===== config.mk =====
export PLATFORM = sky130hd
export DESIGN_NAME = teclado_urna
export DESIGN_NICKNAME = d
export VERILOG_FILES = /design/src/rtl/urna_pkg.sv /design/src/rtl/sync_2ff.sv /design/src/rtl/teclado_urna.sv
export SDC_FILE = /design/constraint.sdc
export NUM_CORES = 1
export LEC_CHECK = 0
export CAP_MARGIN = 20
export CELL_PAD_IN_SITES_DETAIL_PLACEMENT = 2
export CELL_PAD_IN_SITES_GLOBAL_PLACEMENT = 2
export CORE_MARGIN = 2
export CORE_UTILIZATION = 38
export DETAILED_ROUTE_END_ITERATION = 10
export HOLD_SLACK_MARGIN = 0.06
export PLACE_DENSITY_LB_ADDON = 0.1
export SLEW_MARGIN = 30
export SYNTH_ARGS = -nofsm -noshare
export SYNTH_HDL_FRONTEND = slang
export SYNTH_SLANG_ARGS = --single-unit
export TNS_END_PERCENT = 10

===== constraint.sdc =====
create_clock -name Clock -period 2.2 [get_ports Clock]
set_input_delay 0.44 -clock Clock [delete_from_list [all_inputs] [get_ports Clock]]
set_output_delay 0.44 -clock Clock [all_outputs]
set_load 0.005 [all_outputs]

===== src/rtl/urna_pkg.sv =====
// Shared types and constants for the urna keypad front-end.
// Latency: n/a (types, constants and pure functions only).
// Backpressure: n/a.
package urna_pkg;

  // Keypad handler states
  typedef enum logic [2:0] {
    SCAN     = 3'd0,
    DEBOUNCE = 3'd1,
    EMIT     = 3'd2,
    HOLD     = 3'd3,
    RELEASE  = 3'd4
  } state_t;

  // What an accepted key turns into on the urna side
  typedef enum logic [1:0] {
    CLS_NONE   = 2'd0,
    CLS_DIGIT  = 2'd1,
    CLS_FINISH = 2'd2,
    CLS_CLEAR  = 2'd3
  } key_class_t;

  localparam logic [3:0] KEY_CONFIRMA = 4'hA;
  localparam logic [3:0] KEY_CORRIGE  = 4'hB;
  localparam logic [3:0] KEY_NONE     = 4'hF;
  localparam logic [3:0] ROW_IDLE     = 4'b1111;

  // Physical (row, col) position to key code; C, *, # and D have no function
  function automatic logic [3:0] key_code(input logic [1:0] row, input logic [1:0] col);
    logic [3:0] code;
    case ({row, col})
      4'd0:    code = 4'h1;
      4'd1:    code = 4'h2;
      4'd2:    code = 4'h3;
      4'd3:    code = KEY_CONFIRMA;
      4'd4:    code = 4'h4;
      4'd5:    code = 4'h5;
      4'd6:    code = 4'h6;
      4'd7:    code = KEY_CORRIGE;
      4'd8:    code = 4'h7;
      4'd9:    code = 4'h8;
      4'd10:   code = 4'h9;
      4'd13:   code = 4'h0;
      default: code = KEY_NONE;
    endcase
    return code;
  endfunction

  // Key code to its output class
  function automatic key_class_t class_of(input logic [3:0] code);
    key_class_t cls;
    if (code == KEY_CONFIRMA)     cls = CLS_FINISH;
    else if (code == KEY_CORRIGE) cls = CLS_CLEAR;
    else if (code <= 4'd9)        cls = CLS_DIGIT;
    else                          cls = CLS_NONE;
    return cls;
  endfunction

  // Active-low one-hot column drive for a column index
  function automatic logic [3:0] col_drive(input logic [1:0] idx);
    return ~(4'b0001 << idx);
  endfunction

endpackage


===== src/rtl/sync_2ff.sv =====
// Two-flop synchroniser for the 4 asynchronous keypad row lines; resets to idle (all ones).
// Latency: 2 cycles.
// Backpressure: none.
module sync_2ff (
  input  logic       clk,
  input  logic       rst_n,
  input  logic [3:0] d,
  output logic [3:0] q
);

  logic [3:0] meta;

  // First stage may go metastable; second stage gives it a full cycle to settle
  always_ff @(posedge clk or negedge rst_n) begin
    if (!rst_n) begin
      meta <= 4'b1111;
      q    <= 4'b1111;
    end else begin
      meta <= d;
      q    <= meta;
    end
  end

endmodule


===== src/rtl/teclado_urna.sv =====
// 4x4 keypad front-end: column scan, row sync, press/release debounce, Digit/Valid/Finish/Clear strobes.
// Latency: DEBOUNCE_CYCLES+2 cycles from the scan sample that sees a key to the rise of its strobe.
// Backpressure: none; one key at a time, all keys must be released before the next is accepted.
// Optional: define TECLADO_ECHO_EN to add the Echo[15:0] display register of the current vote.
module teclado_urna
  import urna_pkg::*;
#(
  parameter int SCAN_DIV        = 4,
  parameter int DEBOUNCE_CYCLES = 8,
  parameter int VALID_CYCLES    = 2,
  parameter int MAX_DIGITS      = 4
) (
  input  logic        Clock,
  input  logic        Reset,
  input  logic [3:0]  Row,
  output logic [3:0]  Col,
  output logic [3:0]  Digit,
  output logic        Valid,
  output logic        Finish,
  output logic        Clear,
  output logic [2:0]  DigitCount
`ifdef TECLADO_ECHO_EN
  ,
  output logic [15:0] Echo
`endif
);

  localparam int SW = (SCAN_DIV > 1) ? $clog2(SCAN_DIV) : 1;
  localparam int DW = $clog2(DEBOUNCE_CYCLES + 1);
  localparam int HW = $clog2(VALID_CYCLES + 1);

  localparam logic [SW-1:0] SCAN_LAST = SW'(SCAN_DIV - 1);
  localparam logic [DW-1:0] DEB_LAST  = DW'(DEBOUNCE_CYCLES - 1);
  localparam logic [HW-1:0] VALID_LEN = HW'(VALID_CYCLES);
  localparam logic [2:0]    MAX_CNT   = 3'(MAX_DIGITS);

  logic [3:0]    row_s;
  state_t        state;
  logic [1:0]    col_idx;
  logic [1:0]    row_idx;
  logic [1:0]    low_row;
  logic [SW-1:0] scan_cnt;
  logic [DW-1:0] deb_cnt;
  logic [HW-1:0] hold_cnt;
  logic [HW-1:0] strobe_len;
  logic [3:0]    row_pat;
  logic [3:0]    key;
  key_class_t    key_cls;
  key_class_t    emit_cls;
  logic          emit_digit;
  logic          emit_wipe;
  // A key held through reset must not be taken as a new press: scanning
  // stays disarmed until every column has been sampled idle in a row.
  logic          armed;
  logic [1:0]    idle_wins;

  sync_2ff u_sync (
    .clk   (Clock),
    .rst_n (Reset),
    .d     (Row),
    .q     (row_s)
  );

  // Lowest-numbered row currently pulled low
  always_comb begin
    low_row = 2'd0;
    for (int i = 3; i >= 0; i--) begin
      if (!row_s[i]) low_row = 2'(i);
    end
  end

  // Decode the latched key and decide what the EMIT cycle does with it
  always_comb begin
    key        = key_code(row_idx, col_idx);
    emit_cls   = class_of(key);
    emit_digit = (state == EMIT) && (emit_cls == CLS_DIGIT) && (DigitCount < MAX_CNT);
    emit_wipe  = (state == EMIT) && ((emit_cls == CLS_FINISH) || (emit_cls == CLS_CLEAR));
  end

  // Strobe length for the class accepted at EMIT (zero for ignored keys)
  always_comb begin
    case (key_cls)
      CLS_DIGIT:             strobe_len = VALID_LEN;
      CLS_FINISH, CLS_CLEAR: strobe_len = HW'(1);
      default:               strobe_len = '0;
    endcase
  end

  // Scan / debounce / emit / hold / release sequencer with registered outputs
  always_ff @(posedge Clock or negedge Reset) begin
    if (!Reset) begin
      state      <= SCAN;
      Col        <= 4'b1110;
      col_idx    <= 2'd0;
      scan_cnt   <= '0;
      deb_cnt    <= '0;
      hold_cnt   <= '0;
      row_pat    <= ROW_IDLE;
      row_idx    <= 2'd0;
      key_cls    <= CLS_NONE;
      armed      <= 1'b0;
      idle_wins  <= 2'd0;
      Digit      <= 4'h0;
      Valid      <= 1'b0;
      Finish     <= 1'b0;
      Clear      <= 1'b0;
      DigitCount <= 3'd0;
    end else begin
      case (state)
        SCAN: begin
          if (scan_cnt == SCAN_LAST) begin
            scan_cnt <= '0;
            if (armed && (row_s != ROW_IDLE)) begin
              // Freeze Col on this column and remember what was seen
              row_pat <= row_s;
              row_idx <= low_row;
              deb_cnt <= '0;
              state   <= DEBOUNCE;
            end else begin
              col_idx <= col_idx + 2'd1;
              Col     <= col_drive(col_idx + 2'd1);
              if (!armed) begin
                if (row_s != ROW_IDLE) idle_wins <= 2'd0;
                else if (idle_wins == 2'd3) armed <= 1'b1;
                else idle_wins <= idle_wins + 2'd1;
              end
            end
          end else begin
            scan_cnt <= scan_cnt + SW'(1);
          end
        end

        DEBOUNCE: begin
          if (row_s != row_pat) begin
            // Bounce: abandon this key and carry on from the next column
            state    <= SCAN;
            scan_cnt <= '0;
            col_idx  <= col_idx + 2'd1;
            Col      <= col_drive(col_idx + 2'd1);
          end else if (deb_cnt == DEB_LAST) begin
            state <= EMIT;
          end else begin
            deb_cnt <= deb_cnt + DW'(1);
          end
        end

        EMIT: begin
          hold_cnt <= '0;
          state    <= HOLD;
          if (emit_digit) begin
            Digit      <= key;
            DigitCount <= DigitCount + 3'd1;
            key_cls    <= CLS_DIGIT;
          end else if (emit_wipe) begin
            DigitCount <= 3'd0;
            key_cls    <= emit_cls;
          end else begin
            key_cls    <= CLS_NONE;
          end
        end

        HOLD: begin
          if (hold_cnt < strobe_len) begin
            hold_cnt <= hold_cnt + HW'(1);
            Valid    <= (key_cls == CLS_DIGIT);
            Finish   <= (key_cls == CLS_FINISH);
            Clear    <= (key_cls == CLS_CLEAR);
          end else begin
            Valid   <= 1'b0;
            Finish  <= 1'b0;
            Clear   <= 1'b0;
            deb_cnt <= '0;
            state   <= RELEASE;
          end
        end

        RELEASE: begin
          // Col stays frozen; any low row restarts the idle count
          if (row_s != ROW_IDLE) begin
            deb_cnt <= '0;
          end else if (deb_cnt == DEB_LAST) begin
            state    <= SCAN;
            scan_cnt <= '0;
            col_idx  <= 2'd0;
            Col      <= col_drive(2'd0);
          end else begin
            deb_cnt <= deb_cnt + DW'(1);
          end
        end

        default: state <= SCAN;
      endcase
    end
  end

`ifdef TECLADO_ECHO_EN
  // Display register of the current vote, newest digit in the low nibble
  always_ff @(posedge Clock or negedge Reset) begin
    if (!Reset)          Echo <= 16'h0000;
    else if (emit_wipe)  Echo <= 16'h0000;
    else if (emit_digit) Echo <= {Echo[11:0], key};
  end
`endif

endmodule


# Word-level counts from Yosys, hierarchy flattened
# Memory sizes are Yosys's and may differ from the RTL's.
# Index checks and enable logic that the tools add are counted.
# totals
mem_bits_ro	64
elab_cells	133
n_memories	1
in_bits	6
regBits	46
out_inout_bits	14
# mem_list
name	words	word_bits	rd	rd_clocked_by_memory_dff	write_ports	line	source
(name not given)	16	4	1	0	0	urna_pkg.sv:31	case ({row, col})
# op_classes
n_mux	52
addsub	6
bitwise_logic	3
order_cmp	3
n_reduce_logical	21
shift	1
eq_ne	28
# ops
op	n
$mux W4	11
$mux W2	18
$mux W3	9
$ne A2 B2 Y1 const B	10
$pmux W4 S4	1
$pmux W3 S5	1
$eq A2 B2 Y1 const B	6
$pmux W2 S3	2
$pmux W4 S3	1
$reduce_and A6 Y1	2
$reduce_and A5 Y1	2
$add A2 B1 Y2 const B	4
$eq A4 B4 Y1 const B	2
$pmux W2 S2	2
$mux W1	7
$eq A3 B2 Y1 const B	2
$reduce_and A2 Y1	3
$reduce_and A3 Y1	2
$add A4 B1 Y4 const B	1
$eq A2 B1 Y1 const B	2
$eq A4 B3 Y1 const B	1
$le A4 B4 Y1 const B	1
$logic_and A1 B1 Y1	4
$ne A4 B4 Y1	1
other kinds (17)	19

# Logic depth before layout (Yosys ltp)
# Gate-level depths: netlist (run 1).
# An unclocked memory read counts as a cell.
# logic_depth
ltp_word	10
ltp_mapped	7
mapped_depth_nobuf	7

# Hierarchy
# Synthesis (run 1) repeated with hierarchy kept, for this count alone.
# hier_totals
hier_cells	212
area_unflattened_um2	2337.2
# modules_own_cells
mod	cells_each	area_each_um2	seq_area_each_um2	instances
teclado_urna	204	2127.0	959.7	1
sync_2ff	8	210.2	210.2	1

# Worst setup path after synthesis (run 1)
# Ideal clock, no wire load.
# synth_timing
kind	reg-to-reg
startpoint	reg key_cls[1]
endpoint	reg deb_cnt[0]
path_buffers	0
arrival_time_ps	1798
setup_ps	125
stages_incl_launch_ff	7
period_less_slack_ps	1923
setup_slack_ps	277
required_ps	2075
cell_sequence	dfrtp_1 > nand2b_1 > ha_1 > a21oi_2 > o211ai_1 > o211a_1 > mux2_2
# synth_via
elab_chain_cells	6
word_cells_on_any_way	8
cone_classes	1 x order compare; 4 x eq/ne; 1 x mux; 2 x reduce/logical
# synth_lines
item	line	source
from (decl)	teclado_urna.sv:48	key_class_t key_cls;
from (signal assigned)	teclado_urna.sv:156	key_cls <= emit_cls;
$eq A2 B2 Y1	teclado_urna.sv:82	case (key_cls)
$reduce_or A2 Y1	teclado_urna.sv:82	
$pmux W2 S2 *	teclado_urna.sv:82	
$lt A2 B2 Y1 *	teclado_urna.sv:163	if (hold_cnt < strobe_len) begin
$ne A2 B2 Y1 (no source line) *	-	
$reduce_and A5 Y1 (no source line) *	-	
to (signal assigned)	teclado_urna.sv:143	deb_cnt <= deb_cnt + DW'(1);
to (signal assigned)	teclado_urna.sv:187	deb_cnt <= deb_cnt + DW'(1);
to (decl)	teclado_urna.sv:43	logic [DW-1:0] deb_cnt;
# Every way passes the cells marked *; elsewhere a longest branch is shown, timed or not.
# A chain may end at the register's enable or synchronous reset.

# Worst setup path in the final report (run 1)
# Same ends and word-level chain as after synthesis.

==> results of run 1 <==
## state kept, by name, summed over array words and instances, names as in the netlist, 3 cells and up
register	flops
DigitCount	3
Col	4
row_pat	4
Digit	4
u_sync.meta	4
u_sync.q	4
deb_cnt	4
state	3
## report_power, final
part	switching (W)	internal [W]
sequential	0.0000124	0.000865
combinational	0.0000417	0.0000322
clock	0.000317	0.000410
## layout by cell type, fill, tap and decap left out, types with 2 or more instances in the layout
master                             n
sky130_fd_sc_hd__a21oi_1           4
sky130_fd_sc_hd__a22o_1            4
sky130_fd_sc_hd__buf_4             5
sky130_fd_sc_hd__clkbuf_8          5
sky130_fd_sc_hd__clkdlybuf4s50_1  18
sky130_fd_sc_hd__dfrtp_1          30
sky130_fd_sc_hd__dfstp_2          15
sky130_fd_sc_hd__ha_1             12
sky130_fd_sc_hd__inv_1            12
sky130_fd_sc_hd__mux2_1            2
sky130_fd_sc_hd__mux2_2            5
sky130_fd_sc_hd__mux2_4            6
sky130_fd_sc_hd__mux2i_1           8
sky130_fd_sc_hd__nand2_1          24
sky130_fd_sc_hd__nand2b_1          4
sky130_fd_sc_hd__nand3_1           5
sky130_fd_sc_hd__nand3b_1          2
sky130_fd_sc_hd__nand4_1           3
sky130_fd_sc_hd__nor2_1           13
sky130_fd_sc_hd__nor3_1            2
sky130_fd_sc_hd__o211ai_1          2
sky130_fd_sc_hd__o21ai_0          15
sky130_fd_sc_hd__o21ai_1           2
sky130_fd_sc_hd__xnor2_1           3
sky130_fd_sc_hd__xor2_1            2
## metrics by stage
| step | cells | total power [W] | area [um^2] |
|---|---|---|---|
| CTS | 314 | 0.00170 | 2820 |
| detailed placement | 306 | 0.000970 | 2690 |
| global route | 314 | 0.00175 | 2820 |
| floorplan | 209 | 0.000921 | 2360 |
| global placement | 306 | 0.000964 | 2690 |
| finish | 314 | 0.00168 | 2820 |
## routing by layer
metal / vias up / share of wire
li1: 799 / -
met1: 853 / 0.46
met2: 18 / 0.50
met3: 4 / 0.026
met4: 0 / 0.0086
met5: - / 0
## worst register-to-register path, cell delays in order (launching register included)
cell and delay, ns:
sky130_fd_sc_hd__dfrtp_1 0.43, sky130_fd_sc_hd__nand2b_1 0.18, sky130_fd_sc_hd__ha_1 0.29, sky130_fd_sc_hd__a21oi_2 0.17, sky130_fd_sc_hd__o211ai_1 0.23, sky130_fd_sc_hd__o211a_1 0.31
sky130_fd_sc_hd__mux2_2 0.26
## final timing paths
kind                                          start                        to  slack [ns]  cells past startpoint
max                          key_cls[1]$_DFFE_PN0P_    deb_cnt[0]$_DFFE_PN0P_        0.22                      6
min                                           Reset  idle_wins[1]$_DFFE_PN0P_        0.11                      1
max reg2reg                  key_cls[1]$_DFFE_PN0P_    deb_cnt[0]$_DFFE_PN0P_        0.22                      6
min reg2reg                u_sync.meta[1]$_DFF_PN1_     u_sync.q[1]$_DFF_PN1_        0.36                      0
max in group asynchronous                     Reset      Digit[2]$_DFFE_PN0P_        1.56                      2
min in group Clock         u_sync.meta[1]$_DFF_PN1_     u_sync.q[1]$_DFF_PN1_        0.36                      0
## area by class of cell
cell class | instances | area, um^2 | share of cell area
Clock inverter | 2 | 38.8 | 0.0138
Sequential cell | 46 | 1170 | 0.415
Inverter | 13 | 48.8 | 0.0173
Clock buffer | 6 | 93.8 | 0.0333
Tap cell | 75 | 93.8 | 0.0333
Multi-Input combinational cell | 147 | 1130 | 0.401
Timing Repair Buffer | 25 | 243 | 0.0861
## cells by family (layout without fill, tap and decap cells)
kind of cell / count (synthesis) / after routing
xor+xnor: 5 / 5
flops: 46 / 46
fa+ha+maj: 12 / 12
compound gates: 43 / 43
buf+inv: 16 / 46
simple gates: 65 / 65
mux: 22 / 22
==> impl_metrics.prom, run 1 <==
# TYPE chip_impl_metric gauge
chip_impl_info{name="outcome",value="finished clean"} 1
chip_impl_info{name="yosysTopAreaCell",value="sky130_fd_sc_hd__dfrtp_1"} 1
chip_impl_metric{name="maxSlewViolCount",unit=""} 0
chip_impl_info{name="synth_most_common_cell",value="sky130_fd_sc_hd__dfrtp_1"} 1
chip_impl_info{name="global_route_hottest_layer",value="met2"} 1
chip_impl_metric{name="synth_sequential_area_ratio",unit=""} 0.495
chip_impl_metric{name="floorplan.io_pins",unit=""} 20
chip_impl_metric{name="setup_viol_count_final",unit=""} 0
chip_impl_metric{name="grt_use_met1",unit=""} 0.224
chip_impl_info{name="worst-setup-path-type",value="reg2reg"} 1
chip_impl_metric{name="vdd_drop_max",unit="uV"} 278
chip_impl_info{name="critPathSlowestCell",value="sky130_fd_sc_hd__dfrtp_1"} 1
chip_impl_metric{name="n_fill_cell",unit=""} 609
chip_impl_metric{name="antenna_found_initial",unit=""} 0
chip_impl_metric{name="detailed_place_hpwl",unit="um"} 4110
chip_impl_metric{name="cts.path.max_buffers",unit=""} 2
chip_impl_metric{name="netlist.area_leader.share",unit=""} 0.328
chip_impl_metric{name="yosys_reg_bits",unit=""} 46
chip_impl_metric{name="asyncSetResetFlopFracSynth",unit=""} 1.00
chip_impl_metric{name="yosysUniqueCellTypes",unit=""} 53
chip_impl_info{name="synth.area.top_cells",value="sky130_fd_sc_hd__dfrtp_1, sky130_fd_sc_hd__dfstp_2, sky130_fd_sc_hd__ha_1"} 1
chip_impl_metric{name="first_pass_grt_wire_length",unit="um"} 9600
chip_impl_metric{name="cts_made_buffers",unit=""} 5
chip_impl_info{name="synth_top_family_by_area",value="simple AND/OR/NAND/NOR gates"} 1
chip_impl_metric{name="fmax",unit="GHz"} 0.506
chip_impl_info{name="cp_cell_sequence",value="nand2b_1, ha_1, a21oi_2, o211ai_1, o211a_1, mux2_2"} 1
chip_impl_metric{name="fp.dieH",unit="um"} 82.9
chip_impl_metric{name="worst_slack",unit="ns"} 0.225
chip_impl_metric{name="fp-row-count",unit=""} 28
chip_impl_metric{name="grt_pass1_vias",unit=""} 1910
chip_impl_metric{name="clock_input_transition_at_the_sequential_cells_of_the_worst_setup_and_hold_paths",unit="ns"} 0.10
chip_impl_metric{name="count_of_endpoints_failing_hold_in_the_final_timing_report",unit=""} 0
chip_impl_metric{name="cts_resized",unit=""} 0
chip_impl_metric{name="hold_ws",unit="ns"} 0.114
chip_impl_metric{name="synth_edf_count",unit=""} 0
chip_impl_info{name="synth_ff_type",value="sky130_fd_sc_hd__dfrtp_1"} 1
chip_impl_metric{name="globalRouteOverflowTotal",unit=""} 0
chip_impl_metric{name="final_period_minus_worst_setup_slack",unit="ns"} 1.98
chip_impl_metric{name="route.final.wire_length",unit="um"} 5560
chip_impl_metric{name="area.growth.synth_to_final",unit="%"} 19.3
chip_impl_metric{name="track_usage",unit=""} 0.173
chip_impl_metric{name="post-cts-setup-buffers",unit=""} 0
chip_impl_metric{name="number_of_nets_at_the_end_of_the_flow",unit=""} 256
chip_impl_metric{name="net_count_after_synthesis",unit=""} 227
chip_impl_metric{name="portBuffers",unit=""} 19
chip_impl_metric{name="via_to_cell_ratio",unit=""} 5.33
chip_impl_metric{name="drive_gt1_frac",unit=""} 0.234
chip_impl_metric{name="dr.pass1.iters",unit=""} 4
chip_impl_metric{name="synth.mux.area_fraction",unit=""} 0.115
chip_impl_info{name="endpoint_kind",value="flop"} 1
chip_impl_info{name="top_cell_types_by_occurrence_after_synthesis",value="sky130_fd_sc_hd__dfrtp_1, sky130_fd_sc_hd__nand2_1, sky130_fd_sc_hd__dfstp_2, sky130_fd_sc_hd__o21ai_0, sky130_fd_sc_hd__nor2_1"} 1
chip_impl_metric{name="maxSlewHeadroom",unit=""} 0.628
chip_impl_metric{name="synth_compound_area_frac",unit=""} 0.132
chip_impl_metric{name="die_w",unit="um"} 82.9
chip_impl_metric{name="ys.warnings.count",unit=""} 0
chip_impl_metric{name="routedWlPerCell",unit="um"} 17.7
chip_impl_metric{name="detailedRoute.firstIterationViolations",unit=""} 57
chip_impl_metric{name="synth-xor-area-share",unit=""} 0.0185
chip_impl_metric{name="post_synth.cell_area_avg",unit="um^2"} 11.3
chip_impl_metric{name="pre_cts_ws",unit="ns"} 0.198
chip_impl_metric{name="finalWeightedCongestion",unit=""} 0.804
chip_impl_metric{name="worstPathMaxFanout",unit=""} 5
chip_impl_metric{name="timing.final.crit_share",unit=""} 0.898
chip_impl_metric{name="clock_insertion_delay_worst_skew",unit="ns"} 0.31
chip_impl_metric{name="worstMarginPinSlew",unit="ns"} 0.559
chip_impl_info{name="cts_tree",value="done"} 1
chip_impl_metric{name="timing.critical_path.buf_inv",unit=""} 0
chip_impl_metric{name="grtUsageMet2",unit=""} 0.295
chip_impl_metric{name="fin_worst_skew",unit="ns"} 0.0120
chip_impl_info{name="rsz0062_at_grt",value="false"} 1
chip_impl_metric{name="via_count",unit=""} 1674
chip_impl_metric{name="grt_start_max_net_pins",unit=""} 25
chip_impl_metric{name="cpPeakStageDelay",unit="ns"} 0.43
chip_impl_metric{name="cts_hold_buf",unit=""} 0
chip_impl_metric{name="synth.cell_area",unit="um^2"} 2360
chip_impl_metric{name="post_syn_instances",unit=""} 209
chip_impl_metric{name="tritoncts_num_sinks",unit=""} 46
chip_impl_metric{name="total_leakage_power",unit="nW"} 1.27
chip_impl_metric{name="initial_utilization",unit=""} 0.397
chip_impl_metric{name="synth_simple_gate_area_frac",unit=""} 0.149
chip_impl_metric{name="die_area",unit="um^2"} 6870
chip_impl_metric{name="diode_count",unit=""} 0
chip_impl_metric{name="use_met3",unit=""} 0.0358
chip_impl_metric{name="detail-route-antenna-nets",unit=""} 0
chip_impl_metric{name="ctsHtreeMaxLevel",unit=""} 2
chip_impl_metric{name="post_synth_fa_ha_maj_area_fraction",unit=""} 0.0635
chip_impl_metric{name="power_density",unit="nW/um^2"} 595
chip_impl_metric{name="fin_tns_setup",unit="ns"} 0
chip_impl_info{name="setup.worst_path.start_class",value="flop"} 1
chip_impl_info{name="hp-class",value="in2async"} 1
chip_impl_metric{name="cap_violations",unit=""} 0
chip_impl_metric{name="remaining_drc_errors",unit=""} 0
chip_impl_metric{name="core_area",unit="um^2"} 5960
chip_impl_metric{name="worst-endpoint-arrival",unit="ns"} 2.17
chip_impl_metric{name="final_util",unit=""} 0.473
chip_impl_metric{name="worstPathRequired",unit="ns"} 2.40
chip_impl_info{name="cp_top_family",value="compound AO/OA/AOI/OAI gates"} 1
chip_impl_info{name="clockRootBuffer",value="sky130_fd_sc_hd__clkbuf_8"} 1
(Power assumes the default switching activity.)
==> run 2: changes to the inputs <==
CORE_MARGIN = 5   (was 2)
PLACE_DENSITY_LB_ADDON = 0.05   (was 0.1)
==> run 2 against run 1 <==
Compared with the run above:
- register-to-register slack about the same
- routed wire length rose by 3.1%
- die area up 15%
- critical endpoint unchanged
- power shrank 6.6%
- combinational power hardly changed
- count of clock-buffer cells in the layout is the same
- global-route usage fell by 0.47 points
- core utilization shrank 0.63 points
- clock skew fell by 0.0055 ns
- sequential share of layout area is 0.32 points higher
==> impl_metrics.prom, run 2 (same netlist as run 1, synthesis figures left out) <==
# TYPE chip_impl_metric gauge
chip_impl_metric{name="worstPathRequired",unit="ns"} 2.40
chip_impl_metric{name="cts_resized",unit=""} 0
chip_impl_info{name="rsz0062_at_grt",value="false"} 1
chip_impl_metric{name="postLayoutCellArea",unit="um^2"} 2800
chip_impl_metric{name="cts.path.max_buffers",unit=""} 2
chip_impl_metric{name="fp.dieH",unit="um"} 88.9
chip_impl_metric{name="detailed_place_hpwl",unit="um"} 4450
chip_impl_metric{name="cts_hold_buf",unit=""} 0
chip_impl_metric{name="worstMarginPinSlew",unit="ns"} 0.524
chip_impl_info{name="layout.cells.most_common_list",value="sky130_fd_sc_hd__dfrtp_1, sky130_fd_sc_hd__nand2_1, sky130_fd_sc_hd__clkdlybuf4s50_1, sky130_fd_sc_hd__dfstp_2, sky130_fd_sc_hd__o21ai_0"} 1
chip_impl_metric{name="cp.depth",unit=""} 6
chip_impl_metric{name="post-cts-setup-buffers",unit=""} 0
chip_impl_metric{name="worstPathMaxFanout",unit=""} 7
chip_impl_metric{name="grt_pass1_vias",unit=""} 1930
chip_impl_metric{name="clock_insertion_delay_worst_skew",unit="ns"} 0.31
chip_impl_metric{name="globalRouteOverflowTotal",unit=""} 0
chip_impl_metric{name="routedWlPerCell",unit="um"} 18.3
chip_impl_metric{name="antenna_found_initial",unit=""} 0
chip_impl_info{name="cp_top_family",value="simple AND/OR/NAND/NOR gates"} 1
chip_impl_info{name="final_common_cell",value="sky130_fd_sc_hd__dfrtp_1"} 1
chip_impl_metric{name="total_power",unit="W"} 0.00157
chip_impl_metric{name="timing.final.crit_share",unit=""} 0.898
chip_impl_metric{name="maxSlewHeadroom",unit=""} 0.651
chip_impl_metric{name="count_of_endpoints_failing_hold_in_the_final_timing_report",unit=""} 0
chip_impl_metric{name="die_area",unit="um^2"} 7900
chip_impl_metric{name="dr.pass1.iters",unit=""} 4
chip_impl_metric{name="first_pass_grt_wire_length",unit="um"} 10100
chip_impl_metric{name="grt_start_max_net_pins",unit=""} 26
chip_impl_info{name="endpoint_kind",value="flop"} 1
chip_impl_metric{name="hold_ws",unit="ns"} 0.0998
chip_impl_metric{name="finalWeightedCongestion",unit=""} 0.817
chip_impl_metric{name="setup_viol_count_final",unit=""} 0
chip_impl_metric{name="drive_gt1_frac",unit=""} 0.234
chip_impl_info{name="cp_cell_sequence",value="buf_4, nor2_1, nand2_1, o211ai_1, o22ai_1, mux2_2"} 1
chip_impl_metric{name="core_area",unit="um^2"} 5990
chip_impl_metric{name="timing.critical_path.buf_inv",unit=""} 1
chip_impl_metric{name="floorplan.io_pins",unit=""} 20
chip_impl_metric{name="initial_utilization",unit=""} 0.395
chip_impl_metric{name="total_leakage_power",unit="nW"} 1.26
chip_impl_metric{name="track_usage",unit=""} 0.168
chip_impl_metric{name="final_util",unit=""} 0.467
chip_impl_info{name="worst-setup-path-type",value="reg2reg"} 1
chip_impl_metric{name="fmax",unit="GHz"} 0.506
chip_impl_info{name="hp-class",value="in2async"} 1
chip_impl_metric{name="number_of_nets_at_the_end_of_the_flow",unit=""} 256
chip_impl_metric{name="fin_worst_skew",unit="ns"} 0.00650
chip_impl_metric{name="power_density",unit="nW/um^2"} 560
chip_impl_metric{name="post_dp_cell_area",unit="um^2"} 2690
chip_impl_metric{name="cap_violations",unit=""} 0
chip_impl_metric{name="n_fill_cell",unit=""} 623
chip_impl_metric{name="portBuffers",unit=""} 19
chip_impl_metric{name="route.final.wire_length",unit="um"} 5740
chip_impl_metric{name="area.growth.synth_to_final",unit="%"} 18.4
chip_impl_metric{name="fin_tns_setup",unit="ns"} 0
chip_impl_metric{name="tritoncts_num_sinks",unit=""} 46
chip_impl_info{name="clockRootBuffer",value="sky130_fd_sc_hd__clkbuf_8"} 1
chip_impl_info{name="outcome",value="finished clean"} 1
chip_impl_metric{name="vdd_drop_max",unit="uV"} 331
chip_impl_metric{name="ctsHtreeMaxLevel",unit=""} 2
chip_impl_metric{name="worst-endpoint-arrival",unit="ns"} 2.17
chip_impl_metric{name="via_to_cell_ratio",unit=""} 5.38
chip_impl_metric{name="final_period_minus_worst_setup_slack",unit="ns"} 1.98
chip_impl_info{name="crit_start",value="state[1]$_DFFE_PN0P_"} 1
chip_impl_metric{name="via_count",unit=""} 1690
chip_impl_info{name="critPathSlowestCell",value="sky130_fd_sc_hd__dfrtp_1"} 1
chip_impl_metric{name="fp-row-count",unit=""} 28
chip_impl_metric{name="cpPeakStageDelay",unit="ns"} 0.41
chip_impl_metric{name="detail-route-antenna-nets",unit=""} 0
chip_impl_metric{name="clock_input_transition_at_the_sequential_cells_of_the_worst_setup_and_hold_paths",unit="ns"} 0.10
chip_impl_metric{name="timing.reg2reg.worst_path_depth",unit=""} 6
chip_impl_info{name="timing.rr.start",value="state[1]$_DFFE_PN0P_"} 1
chip_impl_info{name="setup.worst_path.start_class",value="flop"} 1
chip_impl_metric{name="remaining_drc_errors",unit=""} 0
chip_impl_info{name="cts_tree",value="done"} 1
chip_impl_metric{name="die_w",unit="um"} 88.9
chip_impl_metric{name="detailedRoute.firstIterationViolations",unit=""} 58
chip_impl_metric{name="diode_count",unit=""} 0
chip_impl_metric{name="cts_made_buffers",unit=""} 5
chip_impl_metric{name="maxSlewViolCount",unit=""} 0
run 2: cell types whose count changed in the layout (fill, tap and decap cells not counted):
| cell | previous run | this run |
|---|---|---|
| sky130_fd_sc_hd__bufinv_16 | 1 | 0 |
| sky130_fd_sc_hd__clkinv_4 | 1 | 0 |
| sky130_fd_sc_hd__inv_6 | 0 | 2 |
run 2: final timing paths:
| path | endpoint | slack [ns] |
|---|---|---|
| max | deb_cnt[0]$_DFFE_PN0P_ | 0.22 |
| min | DigitCount[0]$_DFFE_PN0P_ | 0.1 |
| max reg2reg | deb_cnt[0]$_DFFE_PN0P_ | 0.22 |
| min reg2reg | u_sync.q[3]$_DFF_PN1_ | 0.36 |
| max in group asynchronous | row_pat[2]$_DFFE_PN1P_ | 1.51 |
| min in group Clock | u_sync.q[3]$_DFF_PN1_ | 0.36 |
run 2: power by group:
part	total (W)	internal, W	switching [W]
clock	0.000617	0.000301	0.000316
combinational	0.0000736	0.0000321	0.0000415
sequential	0.000878	0.000865	0.0000126
run 2: layout make-up:
| class | instances | area [um^2] | area share |
|---|---|---|---|
| inverters | 13 | 48.8 | 0.0174 |
| well taps | 75 | 93.8 | 0.0335 |
| flip-flops and latches | 46 | 1170 | 0.419 |
| clock buffers | 6 | 93.8 | 0.0335 |
| multi-input cells | 147 | 1130 | 0.404 |
| clock inverters | 2 | 17.5 | 0.00626 |
| repair buffers | 25 | 243 | 0.0868 |
run 2: per-stage QoR:
stage | instances | setup slack, ns
2_1_floorplan | 209 | 0.277
3_3_place_gp | 306 | 0.269
3_5_place_dp | 306 | 0.128
4_1_cts | 314 | 0.0729
5_1_grt | 314 | 0.00172
6_report | 314 | 0.223
run 2: worst register-to-register path, stage by stage (launching register included):
cell and delay, ns:
sky130_fd_sc_hd__dfrtp_1 0.41, sky130_fd_sc_hd__buf_4 0.17, sky130_fd_sc_hd__nor2_1 0.23, sky130_fd_sc_hd__nand2_1 0.28
sky130_fd_sc_hd__o211ai_1 0.31, sky130_fd_sc_hd__o22ai_1 0.17, sky130_fd_sc_hd__mux2_2 0.29
run 2: metal layers:
layer	GRT usage	vias to the layer above	routed length, um
met1	0.212	873	2590
met3	0.0317	5	125
met4	0.0412	0	61
met5	0	-	0
li1	-	795	-
met2	0.297	17	2970
==> run 3: changes to the inputs <==
CORE_UTILIZATION = 35   (was 38)
TNS_END_PERCENT = 50   (was 10)
clock period = 1.7 ns   (was 2.2 ns; I/O delays follow)
==> run 3 against run 2 <==
Compared with the run above:
- the run now ends with setup timing left
- routed wire length grew 18%
- combinational power grew 110%
- sequential share of layout area shrank 7.0 points
- critical path depth grew 1
- hold slack gained 0.26 ns
- sequential power grew 30%
- critical endpoint is now Digit[2]$_DFFE_PN0P_
==> impl_metrics.prom, run 3 (same netlist as run 1, synthesis figures left out) <==
# TYPE chip_impl_metric gauge
chip_impl_metric{name="total_leakage_power",unit="nW"} 1.54
chip_impl_metric{name="timing.critical_path.buf_inv",unit=""} 1
chip_impl_metric{name="cts_made_buffers",unit=""} 5
chip_impl_metric{name="worst_slack",unit="ns"} -0.0982
chip_impl_info{name="clockRootBuffer",value="sky130_fd_sc_hd__clkbuf_8"} 1
chip_impl_metric{name="fp.dieH",unit="um"} 92.2
chip_impl_metric{name="via_to_cell_ratio",unit=""} 5.12
chip_impl_metric{name="globalRouteOverflowTotal",unit=""} 0
chip_impl_metric{name="cts.path.max_buffers",unit=""} 2
chip_impl_info{name="failed_checks",value="setup timing"} 1
chip_impl_metric{name="diode_count",unit=""} 0
chip_impl_metric{name="numPlacedInstances",unit=""} 345
chip_impl_info{name="setup.worst_path.start_class",value="flop"} 1
chip_impl_metric{name="cpPeakStageDelay",unit="ns"} 0.44
chip_impl_metric{name="register_area",unit="um^2"} 1170
chip_impl_metric{name="clock_insertion_delay_worst_skew",unit="ns"} 0.30
chip_impl_metric{name="clock_input_transition_at_the_sequential_cells_of_the_worst_setup_and_hold_paths",unit="ns"} 0.09
chip_impl_metric{name="grt_start_max_net_pins",unit=""} 28
chip_impl_metric{name="final_period_minus_worst_setup_slack",unit="ns"} 1.80
chip_impl_metric{name="detail-route-antenna-nets",unit=""} 0
chip_impl_info{name="rsz0062_at_grt",value="true"} 1
chip_impl_metric{name="fin_worst_skew",unit="ns"} 0.00661
chip_impl_info{name="final_common_cell",value="sky130_fd_sc_hd__buf_4"} 1
chip_impl_metric{name="die_area",unit="um^2"} 8500
chip_impl_metric{name="hold-path-cell-count",unit=""} 0
chip_impl_metric{name="initial_utilization",unit=""} 0.354
chip_impl_info{name="outcome",value="complete, but fails checks"} 1
chip_impl_metric{name="routedWlPerCell",unit="um"} 18.3
chip_impl_metric{name="worstPathMaxFanout",unit=""} 4
chip_impl_metric{name="grtUsageMet2",unit=""} 0.324
chip_impl_metric{name="grt_use_met1",unit=""} 0.182
chip_impl_info{name="worst_r2r_endpoint",value="Digit[2]$_DFFE_PN0P_"} 1
chip_impl_info{name="global_route_hottest_layer",value="met2"} 1
chip_impl_metric{name="first_pass_grt_wire_length",unit="um"} 11000
chip_impl_info{name="worst-setup-path-type",value="reg2reg"} 1
chip_impl_metric{name="tritoncts_num_sinks",unit=""} 46
chip_impl_metric{name="ctsHtreeMaxLevel",unit=""} 2
chip_impl_metric{name="die_w",unit="um"} 92.2
chip_impl_metric{name="setup_viol_count_final",unit=""} 16
chip_impl_metric{name="maxSlewHeadroom",unit=""} 0.628
chip_impl_metric{name="detailedRoute.firstIterationViolations",unit=""} 27
chip_impl_metric{name="maxSlewViolCount",unit=""} 0
chip_impl_metric{name="final_cells",unit=""} 369
chip_impl_metric{name="total_power",unit="W"} 0.00207
chip_impl_metric{name="via_count",unit=""} 1888
chip_impl_metric{name="cap_violations",unit=""} 0
chip_impl_metric{name="power_density",unit="nW/um^2"} 616
chip_impl_metric{name="detailed_place_hpwl",unit="um"} 5040
chip_impl_info{name="cp_top_family",value="compound AO/OA/AOI/OAI gates"} 1
chip_impl_metric{name="n_fill_cell",unit=""} 679
chip_impl_metric{name="worstMarginPinSlew",unit="ns"} 0.557
chip_impl_info{name="layout.cells.most_common_list",value="sky130_fd_sc_hd__buf_4, sky130_fd_sc_hd__dfrtp_1, sky130_fd_sc_hd__nand2_1, sky130_fd_sc_hd__dfstp_2, sky130_fd_sc_hd__clkdlybuf4s50_1"} 1
chip_impl_info{name="hp-class",value="reg2reg"} 1
chip_impl_metric{name="vdd_drop_max",unit="uV"} 305
chip_impl_metric{name="regToRegSetupSlack",unit="ns"} -0.1
chip_impl_metric{name="worst-endpoint-arrival",unit="ns"} 1.99
chip_impl_metric{name="floorplan.io_pins",unit=""} 20
chip_impl_metric{name="core_area",unit="um^2"} 6680
chip_impl_metric{name="area.growth.synth_to_final",unit="%"} 42.0
chip_impl_info{name="endpoint_kind",value="flop"} 1
chip_impl_metric{name="track_usage",unit=""} 0.166
chip_impl_metric{name="drive_gt1_frac",unit=""} 0.450
chip_impl_metric{name="count_of_endpoints_failing_hold_in_the_final_timing_report",unit=""} 0
chip_impl_metric{name="dr.pass1.iters",unit=""} 4
chip_impl_info{name="min_delay_worst_endpoint",value="u_sync.q[2]$_DFF_PN1_"} 1
chip_impl_metric{name="number_of_nets_at_the_end_of_the_flow",unit=""} 306
chip_impl_metric{name="remaining_drc_errors",unit=""} 0
chip_impl_metric{name="use_met3",unit=""} 0.0369
chip_impl_metric{name="grt_pass1_vias",unit=""} 2165
chip_impl_info{name="cts_tree",value="done"} 1
chip_impl_metric{name="area_of_the_multi_input_gates",unit="um^2"} 1290
chip_impl_info{name="worst_hold_startpoint",value="u_sync.meta[2]$_DFF_PN1_"} 1
chip_impl_metric{name="timing.reg2reg.worst_path_depth",unit=""} 7
chip_impl_metric{name="fmax",unit="GHz"} 0.556
chip_impl_metric{name="portBuffers",unit=""} 19
chip_impl_info{name="critPathSlowestCell",value="sky130_fd_sc_hd__dfrtp_1"} 1
chip_impl_info{name="cp_cell_sequence",value="inv_2, ha_4, nor2_2, a22o_1, a21oi_2, o21ai_4, mux2_1"} 1
chip_impl_metric{name="worstPathRequired",unit="ns"} 1.89
chip_impl_metric{name="antenna_found_initial",unit=""} 0
chip_impl_info{name="timing.rr.start",value="col_idx[1]$_DFFE_PN0P_"} 1
chip_impl_metric{name="finalWeightedCongestion",unit=""} 0.758
chip_impl_metric{name="fp-row-count",unit=""} 30
chip_impl_metric{name="route.final.wire_length",unit="um"} 6770
chip_impl_metric{name="timing.final.crit_share",unit=""} 1.06
run 3: cell count changes in the layout (fill, tap and decap cells not counted), sizes merged:
cell and delta:
dlygate4sd2 +1, clkinv +1, inv -1, buf +49
clkdlybuf4s50 -3, dlymetal6s2s +2, dlygate4sd3 +1
run 3: power by group:
group | leakage [nW] | internal, W | switching, W
Clock | 0.0567 | 0.000382 | 0.000394
Sequential | 0.584 | 0.00112 | 0.0000168
Combinational | 0.899 | 0.0000803 | 0.0000744
run 3: what timing repair did:
action / CTS / global route
setup endpoints to repair: 22 / 26
resized for setup: 14 / 18
setup buffers: 7 / 8
hold endpoints to repair: 16 / 0
pin swaps: 8 / 8
hold buffers: 1 / 0
run 3: how the worst max path moves through the flow:
stage / depth (start not counted) / endpoint / start
6_report: 7 / Digit[2]$_DFFE_PN0P_ / col_idx[1]$_DFFE_PN0P_
5_1_grt: 7 / Digit[2]$_DFFE_PN0P_ / col_idx[1]$_DFFE_PN0P_
4_1_cts: 5 / col_idx[0]$_DFFE_PN0P_ / u_sync.q[3]$_DFF_PN1_
3_5_place_dp: 5 / deb_cnt[0]$_DFFE_PN0P_ / u_sync.q[3]$_DFF_PN1_
3_3_place_gp: 5 / col_idx[0]$_DFFE_PN0P_ / u_sync.q[3]$_DFF_PN1_
2_1_floorplan: 6 / deb_cnt[0]$_DFFE_PN0P_ / key_cls[1]$_DFFE_PN0P_
run 3: routing by layer:
metal  vias to the layer above  routed length (um)  share of wire
li1                        896                   -              -
met1                       960                2750           0.41
met2                        26                3770           0.56
met3                         6                 194          0.029
met4                         0                  59         0.0087
met5                         -                   0              0
run 3: final cells by class:
| cell class | instances | share of cell area |
|---|---|---|
| clock inverters | 2 | 0.00410 |
| well taps | 80 | 0.0298 |
| flip-flops and latches | 46 | 0.349 |
| multi-input cells | 147 | 0.385 |
| inverters | 13 | 0.0153 |
| clock buffers | 6 | 0.0280 |
| repair buffers | 75 | 0.189 |
run 3: through the flow:
stage	setup slack (ns)	hold slack (ns)	utilization	TNS, ns	instance area, um^2
6_report	-0.0982	0.360	0.502	-0.746	3360
5_1_grt	-0.176	0.369	0.502	-2.46	3360
4_1_cts	-0.0863	0.363	0.485	-0.704	3240
3_5_place_dp	-0.150	0.350	0.449	-1.58	3000
3_3_place_gp	-0.0756	0.342	0.449	-0.403	3000
2_1_floorplan	-0.0780	0.0444	-	-0.236	2420
